### src/rtl/ifq.sv
// Instruction fetch queue: FIFO of fetched {pc, instr, bp, bt} entries between fetch and decode.
// First-word-fall-through head, no bypass, flush and reset clear pointers and occupancy.
package ifq_pkg;
    typedef struct packed {
        logic [63:0] pc;
        logic [31:0] instr;
        logic        bp;
        logic [63:0] bt;
    } ifq_entry_t;
endpackage

module ifq
    import ifq_pkg::*;
#(
    parameter int unsigned DEPTH = 4
) (
    input  logic                     clk,
    input  logic                     rst,
    input  logic                     pipe_flush,
    input  logic [63:0]              ifp_ifq_pc,
    input  logic [31:0]              ifp_ifq_instr,
    input  logic                     ifp_ifq_bp,
    input  logic [63:0]              ifp_ifq_bt,
    input  logic                     ifp_ifq_valid,
    output logic                     ifp_ifq_ready,
    output logic [63:0]              if_dec_pc,
    output logic [31:0]              if_dec_instr,
    output logic                     if_dec_bp,
    output logic [63:0]              if_dec_bt,
    output logic                     if_dec_valid,
    input  logic                     if_dec_ready,
    output logic [$clog2(DEPTH):0]   ifq_level
);

    localparam int unsigned AW = $clog2(DEPTH);
    localparam int unsigned LW = AW + 1;

    if (DEPTH < 2 || DEPTH > 16 || (DEPTH & (DEPTH - 1)) != 0) begin : g_depth_chk
        $error("ifq: DEPTH must be a power of two between 2 and 16");
    end

    ifq_entry_t    mem [DEPTH];
    ifq_entry_t    head;
    logic [AW-1:0] wr_ptr;
    logic [AW-1:0] rd_ptr;
    logic [LW-1:0] level;
    logic          push;
    logic          pop;

    // Handshakes depend only on registered occupancy, so a full queue cannot accept in a pop cycle.
    assign ifp_ifq_ready = (level != LW'(DEPTH));
    assign if_dec_valid  = (level != '0);
    assign push          = ifp_ifq_valid & ifp_ifq_ready & ~pipe_flush;
    assign pop           = if_dec_valid & if_dec_ready & ~pipe_flush;

    always_ff @(posedge clk) begin
        if (rst || pipe_flush) begin
            wr_ptr <= '0;
            rd_ptr <= '0;
            level  <= '0;
        end else begin
            if (push) wr_ptr <= wr_ptr + AW'(1);
            if (pop)  rd_ptr <= rd_ptr + AW'(1);
            case ({push, pop})
                2'b10:   level <= level + LW'(1);
                2'b01:   level <= level - LW'(1);
                default: level <= level;
            endcase
        end
    end

    // Entry storage is not reset; stale contents are masked by the occupancy count.
    always_ff @(posedge clk) begin
        if (push) begin
            mem[wr_ptr] <= '{pc: ifp_ifq_pc, instr: ifp_ifq_instr, bp: ifp_ifq_bp, bt: ifp_ifq_bt};
        end
    end

    assign head         = mem[rd_ptr];
    assign if_dec_pc    = head.pc;
    assign if_dec_instr = head.instr;
    assign if_dec_bp    = head.bp;
    assign if_dec_bt    = head.bt;
    assign ifq_level    = level;

endmodule

### config.mk
export PLATFORM = sky130hd
export DESIGN_NAME = ifq
export DESIGN_NICKNAME = d
export VERILOG_FILES = /design/src/rtl/ifq.sv
export SDC_FILE = /design/constraint.sdc
export NUM_CORES = 1
export LEC_CHECK = 0
export CELL_PAD_IN_SITES_DETAIL_PLACEMENT = 0
export CELL_PAD_IN_SITES_GLOBAL_PLACEMENT = 2
export CORE_ASPECT_RATIO = 1.25
export CORE_MARGIN = 2
export CORE_UTILIZATION = 43
export DETAILED_ROUTE_END_ITERATION = 8
export HOLD_SLACK_MARGIN = 0.15
export PLACE_DENSITY_LB_ADDON = 0.1
export RECOVER_POWER = 25
export REMOVE_ABC_BUFFERS = 1
export SLEW_MARGIN = 5
export SYNTH_ARGS = -nofsm -noshare
export SYNTH_HDL_FRONTEND = slang
export SYNTH_SLANG_ARGS = --single-unit
### constraint.sdc
create_clock -name clk -period 8.35 [get_ports clk]
set_input_delay 2.505 -clock clk [delete_from_list [all_inputs] [get_ports clk]]
set_output_delay 2.505 -clock clk [all_outputs]
set_load 0.01 [all_outputs]
==> results list, run 1 <==
* Initial antenna violation count: 21
- The netlist uses 26 different library cells.
* DRT antenna net count: 0
- Row count: 96
* WL/cell: 24.0 um
* Cells after Synth: 899
* Total Routing Usage GR: 17.3%
- Clock latency on the worst-skew pair, taken at its later pin, is 610 ps.
* Chip Width: 214 um
* Syn avg cell area: 26.4 um2
- The run finished with clean final reports.
- The clock passes through at most 3 buffers.
- In this run the critical register-to-register path is launched from ifq_level[1].
- The min-delay analysis places its worst path in the category reg -> reg.
- Count of synthesis-stage warnings from yosys: 0
- Setup repair after global routing left no endpoint under its margin.
- For this design the total switching power over the nets is 1.27 mW.
- Largest stage delay on the critical path: 1070 ps
- Postcts setup bufs: 0
- Max-cap violations in this run came to 0.
- Number of hold buffers added after CTS: 0
- Cell Pwr Density: 221 nW/um2
* Number of input and output port buffers inserted: 331
- Data required time at the worst endpoint: 5850 ps
- Global routing used 4.84% of the available met3 tracks.
- Count of boundary I/O pins: 332
- Measured against its own limit, the worst slew margin works out to 23.8%.
* Type of origin of the critical path: flip-flop
- The wire-length estimate of the detail-placed layout is 29.1 mm.
* Share of post-route cells with drive strength above 1: 19.9%
- STA puts the critical path data arrival time at 3450 ps.
- Highest ir drop seen on vdd: 170 uV
- The library cell used most frequently in the layout, excluding fill and tap cells, is sky130_fd_sc_hd__edfxtp_1.
- Number of detailed-route iterations in the first pass: 6
- Total number of vias: 10600
- Between clock sinks in the finished design, the worst skew comes to 16.0 ps.
- Number of remaining DRC errors: 0
- Wires add up to 49.4 mm.
* Launch instance of the worst min-delay path: rd_ptr[1]
- Critical path's slowest cell: sky130_fd_sc_hd__dfxtp_4
- H-Tree Depth: 2
- Slew at the pin closest to its max-slew limit: 1140 ps
- Setup-failing EPs final: 0
- DIE HEIGHT: 267 um
- For this run, the top clock speed supported by timing is 0.168 GHz.
- Combinational group share of total power: 4.4%
- The floorplan step defined a core boundary enclosing 54700 um2.
- For this run, global-route usage on met2 was measured as 27.6%.
- Commonest cells after routing, fill and taps aside: 644 x sky130_fd_sc_hd__edfxtp_1, 237 x sky130_fd_sc_hd__clkdlybuf4s50_1, 161 x sky130_fd_sc_hd__mux4_2, 94 x sky130_fd_sc_hd__dlygate4sd3_1, 63 x sky130_fd_sc_hd__clkbuf_16
* Clock tree from TritonCTS: built
- Clock Sink Count: 653
* #FFs+latches synth: 653
* Clock transition at the registers of the reported paths: 60 ps
* Pin count of the biggest net entering global routing: 95
* Syn Std Cell Area: 23700 um2
- met2 is the most crowded layer.
- Final non-filler cell total: 2055
- Max-slew violation count: 0
- Effective utilization at floorplan: 43.4%
- After layout, the worst path uses 71.3% of the clock period.
- The kind of cell with the highest combined delay along the critical path is buffers and inverters.
- Post-cts gate resize count: 0
* Instance count after placement with tap cells included: 1940
- Nets: 1440
- The worst setup path is of the reg -> out kind.
* Crit-path cells: buf_4 -> mux4_2 -> clkdlybuf4s50_1
- Along the worst path, the maximum fanout reaches 67.
- Fin. Hold Viols: 0
- Clock Power Share: 40.0%
- CTS buffer count: 61
- STA classifies the critical path endpoint as an output pin.
- Total global routing overflow: 0
- Sequential cells account for 55.5% of the total power.
- Share of the yosys chip area belonging to registers: 82.3%
* Global Route met1 Usage: 23.2%
* Global-route wire length before repair: 72.9 mm
* Final RePlAce weighted congestion: 0.688
* Switching power share of the total: 19.2%
* Via count of the first global-routing pass: 11200
* Area delta synth->final: 25.7%
* Iteration-0 DRC count of the detailed router: 585
* Tmin final: 5950 ps
- Reported leakage power: 9.17 nW
* Worst Path Buf+Inv: 2
- Internal power: 5.33 mW
- Using the TritonRoute via totals, the vias-per-cell ratio works out to 5.15.
- Worst hold slack after final layout: 490 ps
- Total Die Area: 57000 um2
* Root buffer cell: sky130_fd_sc_hd__clkbuf_16
-- worst min-delay path: stages, from the launching register on --
cell	delay, ps
sky130_fd_sc_hd__dfxtp_1	310
sky130_fd_sc_hd__o21ai_0	60
sky130_fd_sc_hd__a21oi_1	70
-- per-layer routing --
layer	vias up	share of wire, %
met2	279	49
met1	5579	42
met4	12	2.3
met5	-	0.16
li1	4632	-
met3	88	6.5
-- cells by family (layout without fill, tap and decap cells) --
family	Yosys count	in the layout	synth area share, %
XOR/XNOR	2	2	0.0739
buffers and inverters	45	456	1.16
multiplexers	161	161	15.3
flip-flops	653	653	82.3
AND/OR/NAND/NOR	21	21	0.517
adder cells (fa/ha/maj)	6	6	0.348
AO/OA/AOI/OAI	11	11	0.274
other	0	10	0
-- synthesized netlist by cell type --
cell type,number,area [um2]
sky130_fd_sc_hd__a21o_1,1,7.51
sky130_fd_sc_hd__a21oi_1,6,30.0
sky130_fd_sc_hd__and2_4,1,8.76
sky130_fd_sc_hd__and3_1,4,25.0
sky130_fd_sc_hd__buf_2,19,95.1
sky130_fd_sc_hd__buf_6,11,124
sky130_fd_sc_hd__clkbuf_1,8,30.0
sky130_fd_sc_hd__dfxtp_1,9,180
sky130_fd_sc_hd__edfxtp_1,644,19300
sky130_fd_sc_hd__fa_1,1,20.0
sky130_fd_sc_hd__ha_1,5,62.6
sky130_fd_sc_hd__inv_1,7,26.3
sky130_fd_sc_hd__mux4_2,161,3630
sky130_fd_sc_hd__nand2b_1,1,6.26
sky130_fd_sc_hd__nand3_1,1,5.00
sky130_fd_sc_hd__nand3b_1,1,7.51
sky130_fd_sc_hd__nand4_1,1,6.26
sky130_fd_sc_hd__nor2_1,5,18.8
sky130_fd_sc_hd__nor2b_1,1,6.26
sky130_fd_sc_hd__nor3_1,1,5.00
sky130_fd_sc_hd__o21ai_0,3,15.0
sky130_fd_sc_hd__o31ai_2,1,12.5
sky130_fd_sc_hd__or2_2,1,6.26
sky130_fd_sc_hd__or3_1,3,18.8
sky130_fd_sc_hd__or3b_1,1,8.76
sky130_fd_sc_hd__xor2_1,2,17.5
-- final timing paths --
check	endpoint	slack (ps)	cells after the start
worst max-delay path	if_dec_pc[28]	2400	3
worst min-delay path	flip-flop	490	2
worst max register to register	mem[3][127]	5760	3
worst min register to register	flip-flop	490	2
-- registers in the layout, indices dropped and copies added (netlist names), named ones only --
register	count
rd_ptr	2
wr_ptr	2
ifq_level	3
mem	644
-- area by class of cell --
cell class / instances / area (um2)
timing repair buffer: 344 / 3490
inverter: 7 / 26.3
clock inverter: 29 / 256
fill: 4201 / 24900
sequential: 653 / 19500
antenna: 10 / 25.0
clock buffer: 76 / 1630
tap: 735 / 920
multi-input combinational: 201 / 3930
-- power groups by stage --
stage / clock network, mW / registers [mW] / logic (mW)
detailed placement: 0 / 3.73 / 0.307
CTS: 2.72 / 3.66 / 0.309
global route: 2.84 / 3.66 / 0.313
floorplan: 0 / 3.74 / 0.0876
global placement: 0 / 3.73 / 0.303
finish: 2.64 / 3.66 / 0.293
-- per-stage QoR --
stage / setup slack [ps] / power (mW) / util (%) / area [um2] / TNS (ps)
4_1_cts: 2300 / 6.69 / 54.5 / 29800 / 0
3_5_place_dp: 2930 / 4.04 / 51.0 / 27900 / 0
6_report: 2400 / 6.59 / 54.5 / 29800 / 0
3_3_place_gp: 2900 / 4.03 / 51.0 / 27900 / 0
2_1_floorplan: -1530 / 3.83 / - / 23500 / -246200
5_1_grt: 2230 / 6.82 / 54.5 / 29800 / 0
Note: power is estimated with default switching activity, not from simulation.
==> run 2, diff against run 1 <==
--- a/config.mk
+++ b/config.mk
@@ -9,7 +9,7 @@
 export CELL_PAD_IN_SITES_GLOBAL_PLACEMENT = 2
 export CORE_ASPECT_RATIO = 1.25
 export CORE_MARGIN = 2
-export CORE_UTILIZATION = 43
+export CORE_UTILIZATION = 39
 export DETAILED_ROUTE_END_ITERATION = 8
 export HOLD_SLACK_MARGIN = 0.15
 export PLACE_DENSITY_LB_ADDON = 0.1
==> constraint.sdc (replaced) <==
create_clock -name clk -period 4.8 [get_ports clk]
set_input_delay 1.44 -clock clk [delete_from_list [all_inputs] [get_ports clk]]
set_output_delay 1.44 -clock clk [all_outputs]
set_load 0.01 [all_outputs]
==> results list, run 2 (same netlist as run 1, synthesis figures left out) <==
- The violation count after the first detailed-routing iteration came to 603 (was 585).
- The sort of element at the end of the critical path is an output pin (unchanged).
- Total number of vias: 10800 (was 10600)
- The post-cts repair resize count came to 0 (unchanged).
- Setup-failing EPs final: 0 (unchanged)
- The clock share of power was 40.9% (was 40.0%).
- The area of combinational cells with multiple inputs was 3930 um2 (unchanged).
* Overall power of the completed layout: 11.6 mW (was 6.59 mW)
- The total non-filler cell area in the finished layout was 30300 um2 (was 29800 um2).
* DRT antenna net count: 0 (unchanged)
- The maximum ir drop on the vdd rail came to 270 uV (was 170 uV).
- Number of detailed-route iterations in the first pass: 4 (was 6)
- Max cap viols: 0 (unchanged)
- The combined global-route utilization of all metal layers is 16.3% (was 17.3%).
* Final non-filler cell total: 2116 (was 2055)
* Via count of the first global-routing pass: 11500 (was 11200)
- Net switching power: 2.31 mW (was 1.27 mW)
* Nets: 1460 (was 1440)
- Category of the most critical setup path: reg -> out (unchanged)
* Core Region: 60400 um2 (was 54700 um2)
* Commonest cells after routing, fill and taps aside: 644 x sky130_fd_sc_hd__edfxtp_1, 233 x sky130_fd_sc_hd__clkdlybuf4s50_1, 161 x sky130_fd_sc_hd__mux4_2, 98 x sky130_fd_sc_hd__dlygate4sd3_1, 69 x sky130_fd_sc_hd__clkbuf_16 (was 644 x sky130_fd_sc_hd__edfxtp_1, 237 x sky130_fd_sc_hd__clkdlybuf4s50_1, 161 x sky130_fd_sc_hd__mux4_2, 94 x sky130_fd_sc_hd__dlygate4sd3_1, 63 x sky130_fd_sc_hd__clkbuf_16)
- Clock Sink Count: 653 (unchanged)
- After layout, the worst path uses 88.2% of the clock period.
- Clock transition at the registers of the reported paths: 60 ps (about the same)
- Cell Pwr Density: 384 nW/um2 (was 221 nW/um2)
- The flip-flop count of the largest register after layout is 644 (unchanged).
- Pin count of the biggest net entering global routing: 82 (was 95)
- Worst Skew: 21.1 ps (was 16.0 ps)
- Post-detailed-placement half-perimeter wirelength: 31.0 mm (was 29.1 mm)
* Data required time at the worst endpoint: 3360 ps (was 5850 ps)
- Row count: 101 (was 96)
- Global-route wire length before repair: 74.7 mm (was 72.9 mm)
- Tmin final: 4230 ps
- The total of buffers placed on input and output ports was 331 (unchanged).
* H-Tree Depth: 3 (was 2)
- The full die area is 62800 um2 (was 57000 um2).
* DR vias/cell: 5.09 (was 5.15)
- Largest fanout on the critical path: 22 (was 67)
* Fill cell total of the finished layout: 4890 (was 4201)
* Fin. Hold Viols: 0 (unchanged)
* WL/cell: 24.0 um (about the same)
- Chip Width: 225 um (was 214 um)
- The total negative slack came to 0 ps (unchanged).
- The wire length reported by the detailed router is 50.8 mm (was 49.4 mm).
- The combined flip-flop and latch cell area came to 19500 um2 (unchanged).
* Postcts setup bufs: 0 (unchanged)
- Internal power: 9.32 mW (was 5.33 mW)
- The worst slack at placement was 947 ps (was 2930 ps).
- Largest reg by FF count: mem (unchanged)
- Effective utilization at floorplan: 39.2% (was 43.4%)
* Cell area after placement: 28300 um2 (was 27900 um2)
- The setup slack on the worst flop-to-flop path was 2350 ps (was 5760 ps).
- The number of buffers inserted for hold repair after clock tree synthesis is 0 (unchanged).
* Total global routing overflow: 0 (unchanged)
- The part of the power in combinational logic came to 4.4% (about the same).
* Reported leakage power: 9.35 nW (was 9.17 nW)
- Final core utilization: 50.1% (was 54.5%)
* End of the worst register-to-register path: ifq_level[2] (was mem[3][127])
- Relative contribution of sequential cells to total power: 54.8% (was 55.5%)
- Number of remaining DRC errors: 0 (unchanged)
- Slew at the pin closest to its max-slew limit: 689 ps (was 1140 ps)
- Type of origin of the critical path: flip-flop (unchanged)
* Critical Path AT: 2790 ps (was 3450 ps)
- The TritonCTS clock tree was built (unchanged).
* Share of post-route cells with drive strength above 1: 21.1% (was 19.9%)
- The path category of the worst min-delay check is reg -> reg (unchanged).
* Final worst setup slack: 569 ps (was 2400 ps)
* Root buffer cell: sky130_fd_sc_hd__clkbuf_16 (unchanged)
- Switching power share of the total: 19.8% (was 19.2%)
* Buffers from clock root to sink, at most: 3 (unchanged)
- Count of boundary I/O pins: 332 (unchanged)
* Worst setup endpoint: if_dec_bt[24] (was if_dec_pc[28])
- The initial antenna violation count was 16 (was 21).
- Max-slew violation count: 0 (unchanged)
- The worst hold margin was 503 ps (was 490 ps).
- Based on the critical path, the design can be clocked at up to 0.236 GHz.
- The clock latency on the worst-skew pair was 600 ps (was 610 ps).
* Launch instance of the worst register-to-register path: ifq_level[2] (was ifq_level[1])
* Result of the run: finished clean (unchanged)
- Area delta synth->final: 27.7% (was 25.7%)
- The placed cell count came to 1992 (was 1940).
- Length in cells of the worst reg-to-reg path: 9 (was 3)
- The worst slew margin relative to its limit came to 54.1% (was 23.8%).
- The final weighted congestion in routability-driven placement is 0.698 (was 0.688).
- DIE HEIGHT: 280 um (was 267 um)
- Setup repair after global routing missed its margin: false (unchanged)
- The total CTS buffers came to 66 (was 61).
* Count of cells along the worst hold path: 2 (unchanged)
* Most common cell after layout, fill and taps aside: sky130_fd_sc_hd__edfxtp_1 (unchanged)
-- run 2: cell count changes in the layout (fill, tap and decap cells not counted), moves of 4 or more --
| cell | previous run | this run |
|---|---|---|
| sky130_fd_sc_hd__buf_12 | 6 | 22 |
| sky130_fd_sc_hd__clkinv_1 | 14 | 21 |
| sky130_fd_sc_hd__clkbuf_16 | 63 | 69 |
| sky130_fd_sc_hd__diode_2 | 10 | 5 |
| sky130_fd_sc_hd__bufinv_16 | 5 | 1 |
| sky130_fd_sc_hd__clkdlybuf4s50_1 | 237 | 233 |
| sky130_fd_sc_hd__clkinv_8 | 0 | 4 |
| sky130_fd_sc_hd__dlygate4sd3_1 | 94 | 98 |
-- run 2: worst max-delay path, stage by stage (launching register included) --
cell                              delay, ps
sky130_fd_sc_hd__dfxtp_4                590
sky130_fd_sc_hd__buf_4                  490
sky130_fd_sc_hd__mux4_2                 590
sky130_fd_sc_hd__clkdlybuf4s50_1        520
-- run 2: how the worst min path moves through the flow --
| stage | slack [ps] | to | from |
|---|---|---|---|
| 2_1_floorplan | 460 | flip-flop | rd_ptr[1] |
| 3_3_place_gp | 470 | flip-flop | rd_ptr[1] |
| 3_5_place_dp | 500 | flip-flop | rd_ptr[1] |
| 4_1_cts | 510 | flip-flop | rd_ptr[1] |
| 5_1_grt | 520 | flip-flop | rd_ptr[1] |
| 6_report | 500 | flip-flop | rd_ptr[1] |
-- run 2: routing by layer --
metal	vias to the layer above	global-route usage, %	share of wire [%]
met1	5728	21.0	41
met5	-	0	0.065
met3	74	3.70	5.8
li1	4693	-	-
met2	278	27.3	51
met4	6	5.42	2.1
-- run 2: power groups by stage --
stage                     logic (mW)  clock network (mW)  registers (mW)
after floorplan                0.152                   0            6.50
after global placement         0.529                   0            6.49
after detailed placement       0.534                   0            6.49
after global routing           0.543                5.10            6.37
final                          0.507                4.75            6.37
after CTS                      0.537                4.91            6.37
-- run 2: final cells by class --
cell class	count	area share, %
flip-flops and latches	653	64.5
multi-input cells	201	13.0
repair buffers	359	12.5
clock buffers	82	5.86
well taps	772	3.19
clock inverters	37	0.777
inverters	7	0.0868
diodes	5	0.0413
==> run 3, diff against run 2 <==
--- a/config.mk
+++ b/config.mk
@@ -5,6 +5,7 @@
 export SDC_FILE = /design/constraint.sdc
 export NUM_CORES = 1
 export LEC_CHECK = 0
+export ABC_AREA = 1
 export CELL_PAD_IN_SITES_DETAIL_PLACEMENT = 0
 export CELL_PAD_IN_SITES_GLOBAL_PLACEMENT = 2
 export CORE_ASPECT_RATIO = 1.25
==> constraint.sdc (replaced) <==
create_clock -name clk -period 3.95 [get_ports clk]
set_input_delay 1.185 -clock clk [delete_from_list [all_inputs] [get_ports clk]]
set_output_delay 1.185 -clock clk [all_outputs]
set_load 0.01 [all_outputs]
==> results list, run 3 <==
- Result of the run: finished clean (unchanged).
- Effective utilization at floorplan: 39.3% (was 39.2%)
- Worst Skew: 17.1 ps (was 21.1 ps)
- The share of layout cells above drive strength 1 is 6.74% (was 21.1%).
- Crit-path cells: buf_16 -> buf_4 -> o21ai_1 -> o22ai_1 -> clkdlybuf4s50_1 (was buf_4 -> mux4_2 -> clkdlybuf4s50_1).
* Max-slew violation count: 0 (unchanged)
- Via count of the first global-routing pass: 14100 (was 11500)
- The number of enable-type register cells in the synthesized netlist came to 644 (unchanged).
- The max-capacitance violation count came to 0 (unchanged).
- The total of buffers placed on input and output ports came to 331 (unchanged).
- Syn Std Cell Area: 24200 um2 (was 23700 um2)
* Length in cells of the worst reg-to-reg path: 12 (was 9)
- Largest fanout on the critical path: 50 (was 22)
* Nets: 2143 (was 1460)
- The number of fill cells in the layout came to 5307 (was 4890).
* Pin count of the biggest net entering global routing: 126 (was 82)
* Largest reg by FF count: mem (unchanged)
- Internal power: 11.3 mW (was 9.32 mW)
- Static timing analysis puts the maximum clock frequency at 0.264 GHz.
- Most used standard cells in the synthesized netlist: 644 x sky130_fd_sc_hd__edfxtp_1, 335 x sky130_fd_sc_hd__nor2_1, 314 x sky130_fd_sc_hd__o21ai_0 (was 644 x sky130_fd_sc_hd__edfxtp_1, 161 x sky130_fd_sc_hd__mux4_2, 19 x sky130_fd_sc_hd__buf_2)
* Total global routing overflow: 0 (unchanged)
- The critical path depth in cells is 5 (was 3).
- The average cell area after synthesis is 14.8 um2 (was 26.4 um2).
- Post-detailed-placement half-perimeter wirelength: 34.8 mm (was 31.0 mm)
* Count of synthesis-stage warnings from yosys: 0 (unchanged)
* Clock Power Share: 40.7% (was 40.9%)
- Most common cell after layout, fill and taps aside: sky130_fd_sc_hd__edfxtp_1 (unchanged)
- Data required time at the worst endpoint: 2760 ps (was 3360 ps)
- H-Tree Depth: 3 (unchanged)
* Later-pin clock latency in the skew report: 590 ps (was 600 ps)
* Largest stage delay on the critical path: 620 ps (was 590 ps)
- The net switching power is 2.87 mW (was 2.31 mW).
* Setup-failing EPs final: 0 (unchanged)
- The sequential-to-total area share from yosys stat came to 80.6% (was 82.3%).
* Number of detailed-route iterations in the first pass: 5 (was 4)
* Chip Width: 227 um (was 225 um)
- Flip-flop count of the largest register, all copies and words added: 644 (unchanged)
* Worst setup endpoint: if_dec_pc[39] (was if_dec_bt[24])
- Count of boundary I/O pins: 332 (unchanged)
* Biggest area consumer among synthesized cells: sky130_fd_sc_hd__edfxtp_1 (unchanged)
- Critical path's slowest cell: sky130_fd_sc_hd__clkdlybuf4s50_1 (was sky130_fd_sc_hd__dfxtp_4)
- Number of remaining DRC errors: 0 (unchanged)
- The violation count after the first detailed-routing iteration was 878 (was 603).
- The worst slew margin relative to its limit is 61.6% (was 54.1%).
* Cell Pwr Density: 461 nW/um2 (was 384 nW/um2)
* Tmin final: 3790 ps
- Initial antenna violation count: 14 (was 16)
- The residual antenna-violating net count after detailed routing was 0 (unchanged).
- The first-pass GRT wire length was 87.9 mm (was 74.7 mm).
* Count of cells along the worst hold path: 2 (unchanged)
- The area added between synthesis and finish came to 27.1% (was 27.7%).
- Clock Sink Count: 653 (unchanged)
- The distinct cell type count after synthesis came to 18 (was 26).
- Reported leakage power: 10.1 nW (was 9.35 nW)
* Switching power share of the total: 20.2% (was 19.8%)
* CTS buffer count: 67 (was 66)
- The actual slew at the worst max-slew pin is 577 ps (was 689 ps).
- Path type of the worst min-delay path: reg -> reg (unchanged)
* Crit path max-delay family: buffers and inverters (unchanged)
* R2R Setup Slk: 1770 ps (was 2350 ps)
- Worst Path Buf+Inv: 3 (was 2)
- Total Routing Usage GR: 18.5% (was 16.3%)
- Overall power of the completed layout: 14.2 mW (was 11.6 mW)
* Row count: 102 (was 101)
- The TritonCTS clock tree is built (unchanged).
- The per-cell via count in the routed design came to 5.11 (was 5.09).
- Area share of the leading cell type in the synthesized netlist: 79.9% (was 81.6%)
- The wire length reported by the detailed router was 60.4 mm (was 50.8 mm).
- Relative contribution of sequential cells to total power: 54.5% (was 54.8%)
- The core footprint came to 61600 um2 (was 60400 um2).
- Total number of vias: 14600 (was 10800)
* Launch instance of the worst register-to-register path: ifq_level[0] (was ifq_level[2])
* Total Die Area: 64100 um2 (was 62800 um2)
* Cells after Synth: 1631 (was 899)
- The clock root buffer master was sky130_fd_sc_hd__clkbuf_16 (unchanged).
- Dominant register cell in the synthesized netlist: sky130_fd_sc_hd__edfxtp_1 (unchanged)
* Final RePlAce weighted congestion: 0.743 (was 0.698)
- The part of the power in combinational logic was 4.8% (was 4.4%).
* Highest ir drop seen on vdd: 331 uV (was 270 uV)
- The number of buffers inserted for hold repair after clock tree synthesis is 0 (unchanged).
- Critical Path AT: 2600 ps (was 2790 ps)
- The worst hold margin was 491 ps (was 503 ps).
* WL/cell: 21.2 um (was 24.0 um)
- The sort of element at the end of the critical path is an output pin (unchanged).
* Share of flip-flops with an asynchronous set or reset: 0% (unchanged)
* Most numerous cell in the Yosys netlist: sky130_fd_sc_hd__edfxtp_1 (unchanged)
* DIE HEIGHT: 283 um (was 280 um)
- Final cycle utilization of the critical path: 95.9%
- Type of origin of the critical path: flip-flop (unchanged)
- Category of the most critical setup path: reg -> out (unchanged)
- The number of hold violations in the final report was 0 (unchanged).
* Setup repair after global routing missed its margin: false (unchanged)
- Commonest cells after routing, fill and taps aside: 644 x sky130_fd_sc_hd__edfxtp_1, 331 x sky130_fd_sc_hd__nor2_1, 314 x sky130_fd_sc_hd__o21ai_0, 237 x sky130_fd_sc_hd__clkdlybuf4s50_1, 161 x sky130_fd_sc_hd__o22ai_1 (was 644 x sky130_fd_sc_hd__edfxtp_1, 233 x sky130_fd_sc_hd__clkdlybuf4s50_1, 161 x sky130_fd_sc_hd__mux4_2, 98 x sky130_fd_sc_hd__dlygate4sd3_1, 69 x sky130_fd_sc_hd__clkbuf_16).
- Top area cells in the synthesized netlist: sky130_fd_sc_hd__edfxtp_1 80%, sky130_fd_sc_hd__o21ai_0 6.5%, sky130_fd_sc_hd__nor2_1 5.2%, sky130_fd_sc_hd__o22ai_1 4.2%, sky130_fd_sc_hd__clkbuf_1 0.88% (was sky130_fd_sc_hd__edfxtp_1 82%, sky130_fd_sc_hd__mux4_2 15%, sky130_fd_sc_hd__dfxtp_1 0.76%, sky130_fd_sc_hd__buf_6 0.52%, sky130_fd_sc_hd__buf_2 0.40%)
- Clock transition at the registers of the reported paths: 60 ps (about the same)
* Buffers from clock root to sink, at most: 3 (unchanged)
* End of the worst register-to-register path: ifq_level[2] (unchanged)
- The number of storage elements in the synthesis netlist was 653 (unchanged).
==> run 3: changes by cell type after synthesis, sizes merged, moves of 13 or more <==
cell    previous run  this run
clkbuf             8        58
o22ai              0       161
nand2              0        18
o21ai              3       323
nor2               5       335
mux4             161         0
inv                7        20
buf               30        48
==> run 3: metal layers <==
metal	GRT usage, %	up-vias	part of all wire (%)
li1	-	6848	-
met2	30.3	325	49
met3	3.87	94	5.4
met5	0	-	0.086
met1	24.6	7306	44
met4	6.12	10	2.1
==> run 3: cell type report <==
class / instances / area (um2) / area share [%]
Tap cell: 832 / 1040 / 3.38
Sequential cell: 653 / 19500 / 63.5
Antenna cell: 3 / 7.51 / 0.0244
Timing Repair Buffer: 377 / 4030 / 13.1
Inverter: 20 / 90.1 / 0.293
Clock buffer: 86 / 1790 / 5.82
Clock inverter: 29 / 184 / 0.598
Multi-Input combinational cell: 852 / 4110 / 13.3
==> run 3: cell families after synthesis <==
kind of cell / after synthesis / share of synthesized area [%]
DFF: 653 / 80.6
adders and majority gates: 6 / 0.341
AOI/OAI and AO/OA: 489 / 10.9
and+or+nand+nor: 357 / 5.55
buffers and inverters: 126 / 2.57
==> run 3: power groups by stage <==
stage / Combinational [mW] / Sequential [mW] / Clock [mW]
detailed placement: 0.704 / 7.89 / 0
global route: 0.729 / 7.74 / 6.20
finish: 0.676 / 7.74 / 5.77
floorplan: 0.184 / 7.92 / 0
CTS: 0.710 / 7.74 / 5.95
global placement: 0.696 / 7.88 / 0
==> run 3: worst min-delay path by stage <==
stage	startpoint	end	slack, ps
6_report	rd_ptr[1]	flip-flop	490
5_1_grt	rd_ptr[1]	flip-flop	540
4_1_cts	rd_ptr[1]	flip-flop	490
3_5_place_dp	rd_ptr[1]	flip-flop	480
3_3_place_gp	rd_ptr[1]	flip-flop	490
2_1_floorplan	rd_ptr[1]	flip-flop	470
==> run 3: worst min-delay path, stage by stage (launching register included) <==
cell and delay, ps:
sky130_fd_sc_hd__dfxtp_1 320, sky130_fd_sc_hd__nand2_1 70, sky130_fd_sc_hd__a21oi_1 60
==> run 3: through the flow <==
step                      setup TNS [ps]  utilization [%]  area [um2]  worst slack, ps  std cells
final                                  0             49.9       30800              160       2852
after global routing                   0             49.9       30800             3.74       2851
after CTS                              0             49.9       30700             1.31       2848
after detailed placement               0             46.6       28700              583       2732
after global placement                 0             46.6       28700              588       2732
after floorplan                 -4383970                -       23700            -7440       1525
==> run 3: what timing repair did <==
| action | CTS | global route |
|---|---|---|
| gates cloned | 1 | 0 |
| hold endpoints to repair | 0 | 0 |
| buffers inserted | 0 | 1 |
| gates resized for setup | 1 | 4 |
| endpoints found under the setup margin | 11 | 27 |
